==> config.mk <==
export PLATFORM = sky130hd
export DESIGN_NAME = action_sequencer
export DESIGN_NICKNAME = d
export VERILOG_FILES = /design/src/rtl/action_sequencer.sv
export SDC_FILE = /design/constraint.sdc
export NUM_CORES = 1
export LEC_CHECK = 0
export CORE_MARGIN = 3
export CORE_UTILIZATION = 30
export CTS_CLUSTER_SIZE = 30
export DETAILED_ROUTE_END_ITERATION = 16
export MAX_ROUTING_LAYER = met4
export PLACE_DENSITY = 0.89
export SYNTH_ARGS = -nofsm -noshare
export SYNTH_HDL_FRONTEND = slang
export SYNTH_SLANG_ARGS = --single-unit
==> constraint.sdc <==
create_clock -name clk -period 1.52 [get_ports clk]
set_input_delay 0.304 -clock clk [delete_from_list [all_inputs] [get_ports clk]]
set_output_delay 0.304 -clock clk [all_outputs]
set_load 0.005 [all_outputs]
==> src/rtl/action_sequencer.sv <==
// Epsilon-greedy action sequencer: fetches a Q-table row and picks one of four actions.
// Define ACTION_SEQ_EPS_DECAY_EN to enable per-episode epsilon decay.
module action_sequencer #(
    parameter logic [15:0] EPS_INIT  = 16'h0100,
    parameter logic [15:0] EPS_MIN   = 16'h000D,
    parameter logic [15:0] EPS_DEC   = 16'h0004,
    parameter logic [15:0] LFSR_SEED = 16'hACE1
) (
    input  logic        clk,
    input  logic        rst,
    input  logic        start,
    input  logic [5:0]  state_idx,
    input  logic        episode_done,
    output logic        qt_rd_en,
    output logic [5:0]  qt_addr,
    input  logic [63:0] qt_rd_data,
    output logic [3:0]  action,
    output logic        action_valid,
    output logic        explored,
    output logic        busy,
    output logic [15:0] epsilon
);

    typedef enum logic [2:0] {
        ST_IDLE   = 3'd0,
        ST_READ   = 3'd1,
        ST_WAIT   = 3'd2,
        ST_SELECT = 3'd3,
        ST_DONE   = 3'd4
    } state_t;

    state_t        state_r;
    state_t        state_s;
    logic [15:0]   lfsr_r;
    logic          lfsr_fb_s;
    logic [15:0]   eps_r;
    logic [15:0]   eps_next_s;
    logic [63:0]   q_data_r;
    logic [5:0]    qt_addr_r;
    logic          qt_rd_en_r;
    logic [3:0]    action_r;
    logic          action_valid_r;
    logic          explored_r;
    logic          busy_r;
    logic          explore_s;
    logic [3:0]    sel_action_s;

    // Signed argmax over the four lanes; strict compare keeps the lowest index on ties.
    function automatic logic [3:0] greedy_pick(input logic [63:0] q);
        logic signed [15:0] best;
        logic [1:0]         idx;
        best = q[15:0];
        idx  = 2'd0;
        for (int a = 1; a < 4; a++) begin
            if ($signed(q[16*a +: 16]) > best) begin
                best = q[16*a +: 16];
                idx  = 2'(a);
            end
        end
        return 4'b0001 << idx;
    endfunction

    assign lfsr_fb_s = lfsr_r[15] ^ lfsr_r[13] ^ lfsr_r[12] ^ lfsr_r[10];

    // Next-state logic for the fixed-length selection pipeline.
    always_comb begin
        state_s = state_r;
        case (state_r)
            ST_IDLE: begin
                if (start) begin
                    state_s = ST_READ;
                end else begin
                    state_s = ST_IDLE;
                end
            end
            ST_READ:   state_s = ST_WAIT;
            ST_WAIT:   state_s = ST_SELECT;
            ST_SELECT: state_s = ST_DONE;
            ST_DONE:   state_s = ST_IDLE;
            default:   state_s = ST_IDLE;
        endcase
    end

    // Explore/exploit decision from the current LFSR value and epsilon.
    always_comb begin
        explore_s = ({8'h00, lfsr_r[7:0]} < eps_r);
        if (explore_s) begin
            sel_action_s = 4'b0001 << lfsr_r[9:8];
        end else begin
            sel_action_s = greedy_pick(q_data_r);
        end
    end

`ifdef ACTION_SEQ_EPS_DECAY_EN
    logic [16:0] eps_diff_s;

    // Decay saturates at EPS_MIN, including when the subtraction wraps.
    always_comb begin
        eps_diff_s = {1'b0, eps_r} - {1'b0, EPS_DEC};
        if (!episode_done) begin
            eps_next_s = eps_r;
        end else if (eps_diff_s[16] || (eps_diff_s[15:0] < EPS_MIN)) begin
            eps_next_s = EPS_MIN;
        end else begin
            eps_next_s = eps_diff_s[15:0];
        end
    end
`else
    logic eps_unused_s;

    assign eps_unused_s = episode_done;
    assign eps_next_s   = eps_r;
`endif

    // State, LFSR and epsilon registers.
    always_ff @(posedge clk) begin
        if (rst) begin
            state_r <= ST_IDLE;
            lfsr_r  <= LFSR_SEED;
            eps_r   <= EPS_INIT;
        end else begin
            state_r <= state_s;
            lfsr_r  <= {lfsr_r[14:0], lfsr_fb_s};
            eps_r   <= eps_next_s;
        end
    end

    // Datapath captures and registered outputs.
    always_ff @(posedge clk) begin
        if (rst) begin
            qt_addr_r      <= 6'd0;
            qt_rd_en_r     <= 1'b0;
            q_data_r       <= 64'd0;
            action_r       <= 4'b0000;
            explored_r     <= 1'b0;
            action_valid_r <= 1'b0;
            busy_r         <= 1'b0;
        end else begin
            qt_rd_en_r     <= (state_s == ST_READ);
            action_valid_r <= (state_s == ST_DONE);
            busy_r         <= (state_s != ST_IDLE);
            if ((state_r == ST_IDLE) && start) begin
                qt_addr_r <= state_idx;
            end
            if (state_r == ST_WAIT) begin
                q_data_r <= qt_rd_data;
            end
            if (state_r == ST_SELECT) begin
                action_r   <= sel_action_s;
                explored_r <= explore_s;
            end
        end
    end

    assign qt_rd_en     = qt_rd_en_r;
    assign qt_addr      = qt_addr_r;
    assign action       = action_r;
    assign action_valid = action_valid_r;
    assign explored     = explored_r;
    assign busy         = busy_r;
    assign epsilon      = eps_r;

endmodule

==> out/results.tsv <==
stage	metric	value	unit
power_and_ir_drop	leak pwr	0.605	nW
global_route	Total GRT Usage	10.1	%
logic_synthesis	Yosys cell types	20	
timing	Final Max Tran Viols	0	
clock_network	hold-fix buffers at CTS	0	
power_and_ir_drop	PD cells	1200	nW/um^2
clock_network	Max Root-Sink Buffers	2	
critical_path	worst reg2reg path depth	4	
critical_path	worst-path cell chain	clkdlybuf4s50_1	
timing	setup_tns	0	ps
critical_path	Worst Path Buf+Inv	1	
clock_network	H-tree depth reported by CTS	2	
critical_path	FF-to-FF Start	state_r[0]	
drt	via count	740	
logic_synthesis	Avg Cell Area, Syn	10.5	sq um
clock_network	clk sink count	33	
timing	Final Hold Vio Count	0	
critical_path	delay-heaviest family, CP	buffers and inverters	
timing	unrepaired setup endpoints after global routing	no	
power_and_ir_drop	switching power	0.391	mW
logic_synthesis	FF+latch count, synth	33	
critical_path	crit-path max FO	2	
critical_path	CP Capture Type	primary output	
timing	final setup violation count	0	
global_route	total global routing overflow	0	
placement	dpl hpwl	1310	um
global_route	first-pass GRT wire length	3190	um
clock_network	post-CTS setup buffer count	0	
min_path	hold wc startpoint	lfsr_r[4]	
drt	drt first pass iters	4	
power_and_ir_drop	worst vdd ir	0.555	mV
global_route	initial antenna violation count	0	
timing	Final min period	1450	ps
drt	DRC viols	0	
placement	PortBufs	22	
logic_synthesis	largest cells by area after synthesis	dfxtp_1, buf_4, mux2i_1	
logic_synthesis	fraction of registers with async set/reset	0	%
clock_network	clk root buf	clkbuf_8	
floorplanning	die width	68.3	um
layout	Finished Cell Area	1500	sq um
power_and_ir_drop	Reg power frac	53.4	%
job	number of max-cap violations	0	
clock_network	clk_lat worst skew	280	ps
critical_path	worst setup path class	flop to primary output	
floorplanning	Die ar.	4670	sq um
drt	final wirelength	1880	um
logic_synthesis	Post-Syn Area	1170	sq um
floorplanning	Core Box Area	3720	sq um
critical_path	Data arrival, critical path	1140	ps
timing	Setup Skew	5.87	ps
logic_synthesis	number of synthesized flops with an enable pin	0	
global_route	largest net degree at the start of global routing	13	
layout	Area Overhead vs Synth	28.5	%
layout	Inserted Diodes	0	
logic_synthesis	top-area cell type share of the netlist area	56.7	%
timing	FMAX	0.691	GHz
critical_path	Worst Setup SP	qt_addr[2]	
logic_synthesis	Post-Synthesis Cells	111	
drt	Avg WL per Cell	9.95	um
power_and_ir_drop	Power Internal	1.41	mW
critical_path	Crit. path cell count	1	
logic_synthesis	leading area contributor after synthesis	dfxtp_1	
floorplanning	IO Count	104	
critical_path	reg2reg setup slack	270	ps
global_route	number of global-route vias before repair	763	
critical_path	CP max-delay cell	clkdlybuf4s50_1	
power_and_ir_drop	Logic pwr share	11.1	%
drt	DRT antenna net count	0	
critical_path	CP required	1220	ps
run_status	status	finished clean	
power_and_ir_drop	Switching Share	21.8	%
layout	# fillers	380	
drt	DR vias/cell	3.92	
logic_synthesis	register area share after synthesis	56.7	%
floorplanning	die height	68.3	um
critical_path	crit path to	qt_addr[2]	
layout	nets	215	
placement	routability congestion estimate	0.693	
layout	final core occ	40.3	%
critical_path	Worst path max stage delay	520	ps
critical_path	Worst Setup Start Kind	flop	
clock_network	Clock transition at path regs	60	ps
clock_network	CTS tree	done	
layout	register area	661	sq um
critical_path	RR Endpoint	qt_addr[1]	
power_and_ir_drop	Clock power frac	35.5	%
clock_network	cells resized by post-CTS repair	0	
clock_network	clock buffer count from CTS	5	
logic_synthesis	Syn. warnings	0	
min_path	HP Class	flop to flop	
floorplanning	Core Rows	22	
drt	First DRT Iteration DRCs	57	
layout	layout cells sized above 1	14.9	%
floorplanning	Starting Density	31.4	%
layout	area occupied by multi-input gates	427	sq um
logic_synthesis	Synth Flop Type	dfxtp_1	
timing	Tcrit/Tclk final	95.2	%
placement	placement-stage cell area	1410	sq um
[layer usage]
layer  global-route usage (%)  vias up  wire, um  share of wire [%]
met5                        -        -         0                  0
met4                     5.21        0        31                1.6
met3                     6.24        6       134                7.1
met2                     14.7       29       856                 46
met1                     10.7      328       857                 46
li1                         -      377         -                  -
[cell families after synthesis]
logic type / share of synthesized area, %
AO/OA/AOI/OAI: 1.72
XOR/XNOR: 3.00
buffers and inverters: 11.3
multiplexers: 5.15
flip-flops: 56.7
AND/OR/NAND/NOR: 21.6
other: 0.644
[cells in the final DEF (no fill, tap or decap)]
cell type	instances
xor2_1	2
nand2_1	4
or2_2	7
nand2b_1	1
dfxtp_1	33
mux2i_1	6
or3_1	1
conb_1	16
xnor2_1	2
nor2b_1	9
nand3_1	1
nand3b_1	3
nor4_1	1
clkdlybuf4s50_1	22
clkbuf_1	1
nor3_1	3
clkbuf_8	6
nor4b_4	1
buf_4	6
and3b_2	1
nor2_1	11
a21oi_1	4
[cell type report]
class / instances / share of cell area, %
Clock buffer: 7 / 5.76
Multi-Input combinational cell: 73 / 28.5
Sequential cell: 33 / 44.1
Tap cell: 48 / 4.01
Timing Repair Buffer: 28 / 17.7
[synthesized netlist by cell type (2+ instances only)]
cell type and count:
nand2_1 4, nand3b_1 3, clkbuf_1 3, or2_2 7, nor2_1 11, a21oi_1 4, conb_1 2, nor2b_1 9
buf_4 16, dfxtp_1 33, xnor2_1 2, mux2i_1 6, xor2_1 2, nor3_1 3
[flip-flops by register name, summed over array words and instances (netlist names)]
register,cells
explored,1
busy,1
qt_addr,6
action_valid,1
state_r,3
action,4
qt_rd_en,1
lfsr_r,16
[power by group through the flow]
stage                     sequential (mW)  combinational [mW]  clock (mW)
after CTS                           0.959               0.202       0.669
after global placement              0.975               0.196           0
final                               0.959               0.200       0.637
after floorplan                     0.973               0.136           0
after global routing                0.968               0.227       0.699
after detailed placement            0.978               0.200           0
[worst min-delay path by stage]
stage	end	depth (start not counted)	slack, ps
finish	lfsr_r[5]	1	400
global route	lfsr_r[5]	1	420
CTS	lfsr_r[5]	1	410
detailed placement	lfsr_r[5]	1	400
global placement	lfsr_r[15]	1	390
floorplan	lfsr_r[14]	1	380
[per-stage QoR]
step / power [mW] / cells / setup WS [ps] / hold slack [ps]
global route: 1.89 / 189 / 19.9 / 422
detailed placement: 1.18 / 182 / -63.3 / 395
finish: 1.80 / 189 / 73.0 / 405
global placement: 1.17 / 182 / -32.6 / 394
floorplan: 1.11 / 125 / 257 / 376
CTS: 1.83 / 189 / 60.0 / 409
(Power assumes the default switching activity.)
